<file path="src/rtl/seg_scan_ctrl_pkg.sv">
// Shared definitions for the 7-segment scan controller.
//   - scan_state_t : FSM state encoding (idle, dead-time blank, digit drive)
//   - SEG_BLANK    : segment pattern with every segment dark (active-low)
//   - AN_ON/AN_OFF : active-low anode polarity
//   - DP_ON/DP_OFF : active-low decimal-point polarity
package seg_scan_ctrl_pkg;

  typedef enum logic [1:0] {
    ST_IDLE  = 2'd0,
    ST_BLANK = 2'd1,
    ST_DRIVE = 2'd2
  } scan_state_t;

  localparam logic [6:0] SEG_BLANK = 7'h7F;

  localparam logic AN_ON  = 1'b0;
  localparam logic AN_OFF = 1'b1;
  localparam logic DP_ON  = 1'b0;
  localparam logic DP_OFF = 1'b1;

endpackage

</file>
<file path="src/rtl/BCD7Seg.sv">
// BCD to 7-segment decoder, active-low segments ordered {g,f,e,d,c,b,a}.
// Nibbles above 9 decode to all segments dark.
//   bcd : 4-bit BCD digit
//   seg : 7-bit active-low segment pattern
module BCD7Seg
  import seg_scan_ctrl_pkg::*;
(
  input  logic [3:0] bcd,
  output logic [6:0] seg
);

  always_comb begin
    unique case (bcd)
      4'd0:    seg = 7'b1000000;
      4'd1:    seg = 7'b1111001;
      4'd2:    seg = 7'b0100100;
      4'd3:    seg = 7'b0110000;
      4'd4:    seg = 7'b0011001;
      4'd5:    seg = 7'b0010010;
      4'd6:    seg = 7'b0000010;
      4'd7:    seg = 7'b1111000;
      4'd8:    seg = 7'b0000000;
      4'd9:    seg = 7'b0010000;
      default: seg = SEG_BLANK;
    endcase
  end

endmodule

</file>
<file path="src/rtl/seg_scan_ctrl.sv">
// Time-multiplexed scan controller for a common-anode 7-segment display.
// Holds a double-buffered BCD frame (pending + active), walks one digit per
// slot through a single shared decoder, and inserts a dead-time blank at the
// start of every slot to suppress ghosting.
//   clk, rst_n  : clock, asynchronous active-low reset
//   en          : scan enable; low forces the display dark
//   load        : one-cycle strobe capturing bcd_in/dp_in into the pending buffer
//   bcd_in      : packed nibbles, digit 0 in bits [3:0]
//   dp_in       : decimal-point request per digit, active-high
//   lz_blank    : leading-zero blanking enable
//   seg, dp, an : registered active-low segment, decimal point, anode drive
//   frame_done  : one-cycle pulse on every frame boundary
module seg_scan_ctrl
  import seg_scan_ctrl_pkg::*;
#(
  parameter int NUM_DIGITS   = 4,
  parameter int REFRESH_DIV  = 50000,
  parameter int BLANK_CYCLES = 500
) (
  input  logic                    clk,
  input  logic                    rst_n,
  input  logic                    en,
  input  logic                    load,
  input  logic [4*NUM_DIGITS-1:0] bcd_in,
  input  logic [NUM_DIGITS-1:0]   dp_in,
  input  logic                    lz_blank,
  output logic [6:0]              seg,
  output logic                    dp,
  output logic [NUM_DIGITS-1:0]   an,
  output logic                    frame_done
);

  localparam int CNT_W = $clog2(REFRESH_DIV);
  localparam int IDX_W = $clog2(NUM_DIGITS);

  localparam logic [CNT_W-1:0] BLANK_LAST = CNT_W'(BLANK_CYCLES - 1);
  localparam logic [CNT_W-1:0] SLOT_LAST  = CNT_W'(REFRESH_DIV - 1);
  localparam logic [IDX_W-1:0] IDX_LAST   = IDX_W'(NUM_DIGITS - 1);

  scan_state_t             state;
  logic [CNT_W-1:0]        cnt;
  logic [IDX_W-1:0]        idx;

  logic [4*NUM_DIGITS-1:0] pend_bcd;
  logic [NUM_DIGITS-1:0]   pend_dp;
  logic                    pend_valid;
  logic [4*NUM_DIGITS-1:0] act_bcd;
  logic [NUM_DIGITS-1:0]   act_dp;

  logic                    boundary;
  logic                    zero_above;
  logic [NUM_DIGITS-1:0]   lz_mask;
  logic [3:0]              cur_nib;
  logic                    cur_dp;
  logic                    cur_blank;
  logic [NUM_DIGITS-1:0]   an_sel;
  logic [6:0]              dec_seg;

  // A frame starts either when scanning resumes from idle or when the last
  // digit's slot ends; both are the only points where the active buffer moves.
  assign boundary = en && ((state == ST_IDLE) ||
                           (state == ST_DRIVE && cnt == SLOT_LAST && idx == IDX_LAST));

  // Digit k is a leading zero when it and every nibble above it are zero.
  // Digit 0 is always shown so a zero value still reads "0".
  always_comb begin
    // NOTE: every combinational output gets a default first so no path
    // through the block leaves it unassigned, which would infer a latch.
    zero_above = 1'b1;
    lz_mask    = '0;
    for (int k = NUM_DIGITS - 1; k >= 1; k--) begin
      zero_above = zero_above && (act_bcd[4*k +: 4] == 4'd0);
      lz_mask[k] = lz_blank && zero_above;
    end
  end

  // Select the current digit's nibble, decimal point, blank flag and anode.
  always_comb begin
    cur_nib   = '0;
    cur_dp    = 1'b0;
    cur_blank = 1'b0;
    an_sel    = {NUM_DIGITS{AN_OFF}};
    for (int k = 0; k < NUM_DIGITS; k++) begin
      if (idx == IDX_W'(k)) begin
        cur_nib   = act_bcd[4*k +: 4];
        cur_dp    = act_dp[k];
        cur_blank = lz_mask[k];
        an_sel[k] = AN_ON;
      end
    end
  end

  BCD7Seg u_dec (
    .bcd (cur_nib),
    .seg (dec_seg)
  );

  // Pending/active frame buffers. A load landing on the boundary cycle is
  // forwarded straight to the active buffer so it is not delayed a frame.
  always_ff @(posedge clk or negedge rst_n) begin
    if (!rst_n) begin
      // NOTE: these buffers are ordinary flops with a defined power-up frame,
      // so they take the reset; a RAM-backed frame store would not.
      pend_bcd   <= '0;
      pend_dp    <= '0;
      pend_valid <= 1'b0;
      act_bcd    <= '0;
      act_dp     <= '0;
    end else if (boundary) begin
      if (load) begin
        act_bcd    <= bcd_in;
        act_dp     <= dp_in;
        pend_valid <= 1'b0;
      end else if (pend_valid) begin
        act_bcd    <= pend_bcd;
        act_dp     <= pend_dp;
        pend_valid <= 1'b0;
      end
    end else if (load) begin
      pend_bcd   <= bcd_in;
      pend_dp    <= dp_in;
      pend_valid <= 1'b1;
    end
  end

  // Scan FSM. Outputs are registered alongside the state they belong to, so
  // the pins follow the state entered on the same edge.
  always_ff @(posedge clk or negedge rst_n) begin
    if (!rst_n) begin
      state      <= ST_IDLE;
      cnt        <= '0;
      idx        <= '0;
      an         <= {NUM_DIGITS{AN_OFF}};
      seg        <= SEG_BLANK;
      dp         <= DP_OFF;
      frame_done <= 1'b0;
    end else begin
      // NOTE: non-blocking assignments keep every register sampling the
      // pre-edge values; the dark defaults below are overridden when driving.
      frame_done <= boundary;
      an         <= {NUM_DIGITS{AN_OFF}};
      seg        <= SEG_BLANK;
      dp         <= DP_OFF;
      if (!en) begin
        state <= ST_IDLE;
        cnt   <= '0;
        idx   <= '0;
      end else begin
        unique case (state)
          ST_IDLE: begin
            state <= ST_BLANK;
            cnt   <= '0;
            idx   <= '0;
          end
          ST_BLANK: begin
            cnt <= cnt + 1'b1;
            if (cnt == BLANK_LAST) begin
              state <= ST_DRIVE;
              if (!cur_blank) begin
                an  <= an_sel;
                seg <= dec_seg;
                dp  <= cur_dp ? DP_ON : DP_OFF;
              end
            end
          end
          ST_DRIVE: begin
            if (cnt == SLOT_LAST) begin
              state <= ST_BLANK;
              cnt   <= '0;
              idx   <= (idx == IDX_LAST) ? '0 : idx + 1'b1;
            end else begin
              cnt <= cnt + 1'b1;
              if (!cur_blank) begin
                an  <= an_sel;
                seg <= dec_seg;
                dp  <= cur_dp ? DP_ON : DP_OFF;
              end
            end
          end
          default: begin
            state <= ST_IDLE;
            cnt   <= '0;
            idx   <= '0;
          end
        endcase
      end
    end
  end

endmodule

</file>
<file path="config.mk">
export PLATFORM = sky130hd
export DESIGN_NAME = seg_scan_ctrl
export DESIGN_NICKNAME = d
export VERILOG_FILES = /design/src/rtl/seg_scan_ctrl_pkg.sv /design/src/rtl/BCD7Seg.sv /design/src/rtl/seg_scan_ctrl.sv
export SDC_FILE = /design/constraint.sdc
export NUM_CORES = 1
export LEC_CHECK = 0
export BUFFER_PORTS_ARGS = -buffer_cell sky130_fd_sc_hd__buf_2
export CAP_MARGIN = 40
export CORE_ASPECT_RATIO = 0.7
export CORE_MARGIN = 2
export CORE_UTILIZATION = 30
export DETAILED_ROUTE_END_ITERATION = 6
export PLACE_DENSITY = 0.46
export SLEW_MARGIN = 20
export SYNTH_ARGS = -nofsm -noshare
export SYNTH_HDL_FRONTEND = slang
export SYNTH_SLANG_ARGS = --single-unit
</file>
<file path="constraint.sdc">
create_clock -name clk -period 2.3 [get_ports clk]
set_clock_uncertainty 0.05 [all_clocks]
set_input_delay 0.115 -clock clk [delete_from_list [all_inputs] [get_ports clk]]
set_output_delay 0.115 -clock clk [all_outputs]
set_load 0.01 [all_outputs]
</file>
==> flow_metrics.py <==
metrics = {
    "cells_and_area": {
        "area_growth_pct": 31.8,
        "fin_nets": 483,
        "layout-drive-gt1-share_pct": 45.1,
        "fin_area_um2": 5430,
        "antenna_cells": 0,
    },
    "power_and_ir_drop": {
        "p_sw_share_pct": 27.5,
        "power.internal_uw": 2960,
        "cellLeakagePower_uw": 0.00236,
        "p_sw_uw": 1120,
        "power_uw": 4080,
        "power_frac_seq_pct": 41.6,
        "power.density_nw_per_um2": 752,
        "comb_power_share_pct": 25.7,
        "pwr-share-clk_pct": 32.7,
        "ir_worst_vdd_mv": 0.355,
    },
    "clock_network": {
        "cts_tree": "built",
        "cts_buffers": 9,
        "clk_pin_slew_ns": 0.06,
        "htree_levels": 3,
        "clkLatencyLatePin_ns": 0.33,
        "clockBufferDepth": 2,
        "cts-root-buf": "clkbuf_16",
        "cts.sink_count": 74,
    },
    "sta": {
        "setup_viol": 0,
        "report.final.slew_viol_count": 0,
        "rsz0062_at_grt": "yes",
        "relSlewSlack_pct": 59.7,
        "fin_crit_sh_pct": 96.6,
        "hold_violations": 0,
        "layout_setup_ws_ns": 0.0777,
        "min_period_ns": 2.22,
        "tns_ns": 0,
        "worstMarginPinSlew_ns": 0.604,
        "clock.fmax_ghz": 0.450,
    },
    "setup_path": {
        "reg2reg_from": "idx[1]",
        "reg2reg_depth": 9,
        "r2r-end": "seg[0]",
        "crit_type": "flop to flop",
        "setup.worst_path.start_class": "flop",
        "cp.arrival_ns": 2.42,
        "required_ns": 2.50,
        "rrSetupSlack_ns": 0.08,
        "critPathMaxFanout": 8,
        "crit_path_end_kind": "flop",
    },
    "yosys": {
        "synth_top_cell_area_share_pct": 37.7,
        "yosysSeqAreaShare_pct": 45.3,
        "ys_ff_latch": 74,
        "yosysMostFrequentCell": "dfrtp_1",
        "synth_warnings": 0,
        "ys_types": 50,
        "netlist_top_cells_area": "dfrtp_1 (38%), mux2_4 (15%), dfstp_2 (7.7%)",
        "netlist_area_um2": 4120,
        "synth_common_cells": "dfrtp_1 (62), mux2_4 (40), nor2_1 (32), mux2_2 (21), o21ai_0 (21)",
        "synth_nets": 388,
        "async_flop_share_pct": 100,
        "synth_edf_count": 0,
        "synth_ff_type": "dfrtp_1",
        "yosys.area.top_type": "dfrtp_1",
        "syn_avg_cell_area_um2": 11.7,
        "syn_inst": 353,
    },
    "place": {
        "io_buffers": 37,
        "pre_cts_slack_ns": -0.0514,
        "dp.final_hpwl_um": 6350,
        "placed_area_um2": 4680,
        "gp_congestion": 0.804,
    },
    "worst_hold_path": {
        "hold_end": "idx[1]",
        "hp-start": "en",
        "hold_depth": 2,
        "holdCritPathClass": "input port to flop",
    },
    "global_routing": {
        "grtUsageTotal_pct": 13.5,
        "antenna_found_initial": 0,
        "grt_pass1_wl_um": 15200,
        "grt_pass1_vias": 2919,
        "grt_max_degree": 45,
        "grt.overflow.total": 0,
    },
    "status": {
        "status": "finished clean",
    },
    "floorplan": {
        "start_util_pct": 31.0,
        "core_area_um2": 13300,
        "die_y_um": 102,
        "die_area_um2": 14700,
        "rows": 35,
        "die_x_um": 144,
        "top_level_ports": 38,
    },
    "flow_run": {
        "cap_violations": 0,
    },
    "routing": {
        "viasPerCell": 4.48,
        "drtIter0Drc": 133,
        "drt.antenna.violating_nets": 0,
        "vias": 2846,
        "wl_um": 9150,
        "wl_per_cell_um": 14.4,
        "first_pass_iters": 4,
        "drc_errors": 0,
    },
}
per-stage QoR:
| stage | hold slack (ns) | utilization, % | std cells |
|---|---|---|---|
| 2_1_floorplan | -0.231 | - | 353 |
| 3_3_place_gp | 0.125 | 35.2 | 589 |
| 3_5_place_dp | 0.123 | 35.2 | 589 |
| 4_1_cts | 0.0347 | 39.0 | 623 |
| 5_1_grt | 0.0385 | 40.9 | 635 |
| 6_report | 0.0489 | 40.9 | 635 |
worst max-delay path: stages (launching register included):
cell,delay [ns]
dfrtp_2,0.43
buf_6,0.13
ha_4,0.19
a211oi_4,0.26
a211oi_4,0.12
buf_6,0.15
or2_2,0.33
o22a_1,0.23
o21ai_0,0.15
nand3_1,0.10
layout by cell type (no fill, tap or decap), drive strengths merged, types with 8 or more instances in the layout:
| cell type | instances |
|---|---|
| buf | 80 |
| clkbuf | 11 |
| dfrtp | 62 |
| dfstp | 12 |
| dlygate4sd3 | 21 |
| ha | 10 |
| inv | 11 |
| mux2 | 61 |
| nand2 | 17 |
| nand3 | 17 |
| nor2 | 32 |
| nor2b | 9 |
| o21ai | 21 |
| xor2 | 8 |
what timing repair did:
action	4_1_cts	5_1_grt
cloned	0	1
endpoints found under the hold margin	51	0
setup buffers	0	12
hold buffers	21	0
setup endpoints to repair	4	14
gates resized for setup	4	42
pin swaps	1	12
registers in the layout (all words and copies together) (netlist names), 2 cells and up:
signal    cells
act_bcd      16
act_dp        4
an            4
cnt          16
idx           2
pend_bcd     16
pend_dp       4
seg           7
state         2
area by class of cell:
class | count | area (µm²)
fillers | 1232 | 7840
multi-input cells | 250 | 2220
flip-flops and latches | 74 | 1870
repair buffers | 102 | 785
well taps | 185 | 231
clock buffers | 10 | 229
clock inverters | 3 | 43.8
inverters | 11 | 43.8
power groups by stage:
| stage | logic (µW) | registers, µW | clock network [µW] |
|---|---|---|---|
| floorplan | 679 | 1640 | 0 |
| global placement | 909 | 1700 | 0 |
| detailed placement | 923 | 1700 | 0 |
| CTS | 966 | 1680 | 1380 |
| global route | 1150 | 1730 | 1450 |
| finish | 1050 | 1700 | 1330 |
how the worst max path moves through the flow:
stage	startpoint	end	slack, ns	depth (start not counted)
after global routing	idx[0]	seg[3]	-0.05	10
after CTS	idx[0]	seg[6]	0.02	10
final	idx[1]	seg[0]	0.08	9
after floorplan	idx[0]	seg[6]	0.02	10
after global placement	idx[0]	seg[0]	-0.002	9
after detailed placement	idx[1]	seg[6]	-0.05	8
per-layer routing:
metal  wire, µm  part of all wire, %  track usage (%)
met5          0                    0                0
met2       3760                   41             19.5
met4        113                  1.2             4.07
met1       4830                   53             19.9
met3        439                  4.8             3.33
logic make-up (layout without fill, tap and decap cells):
logic type,after synthesis,count (layout),synth area share [%]
XOR/XNOR,14,14,2.98
AND/OR/NAND/NOR,116,116,15.6
AO/OA/AOI/OAI,48,48,7.81
multiplexers,62,62,20.6
adder cells (fa/ha/maj),10,10,3.04
flip-flops,74,74,45.3
buffers and inverters,29,126,4.65
(Power assumes the default switching activity.)
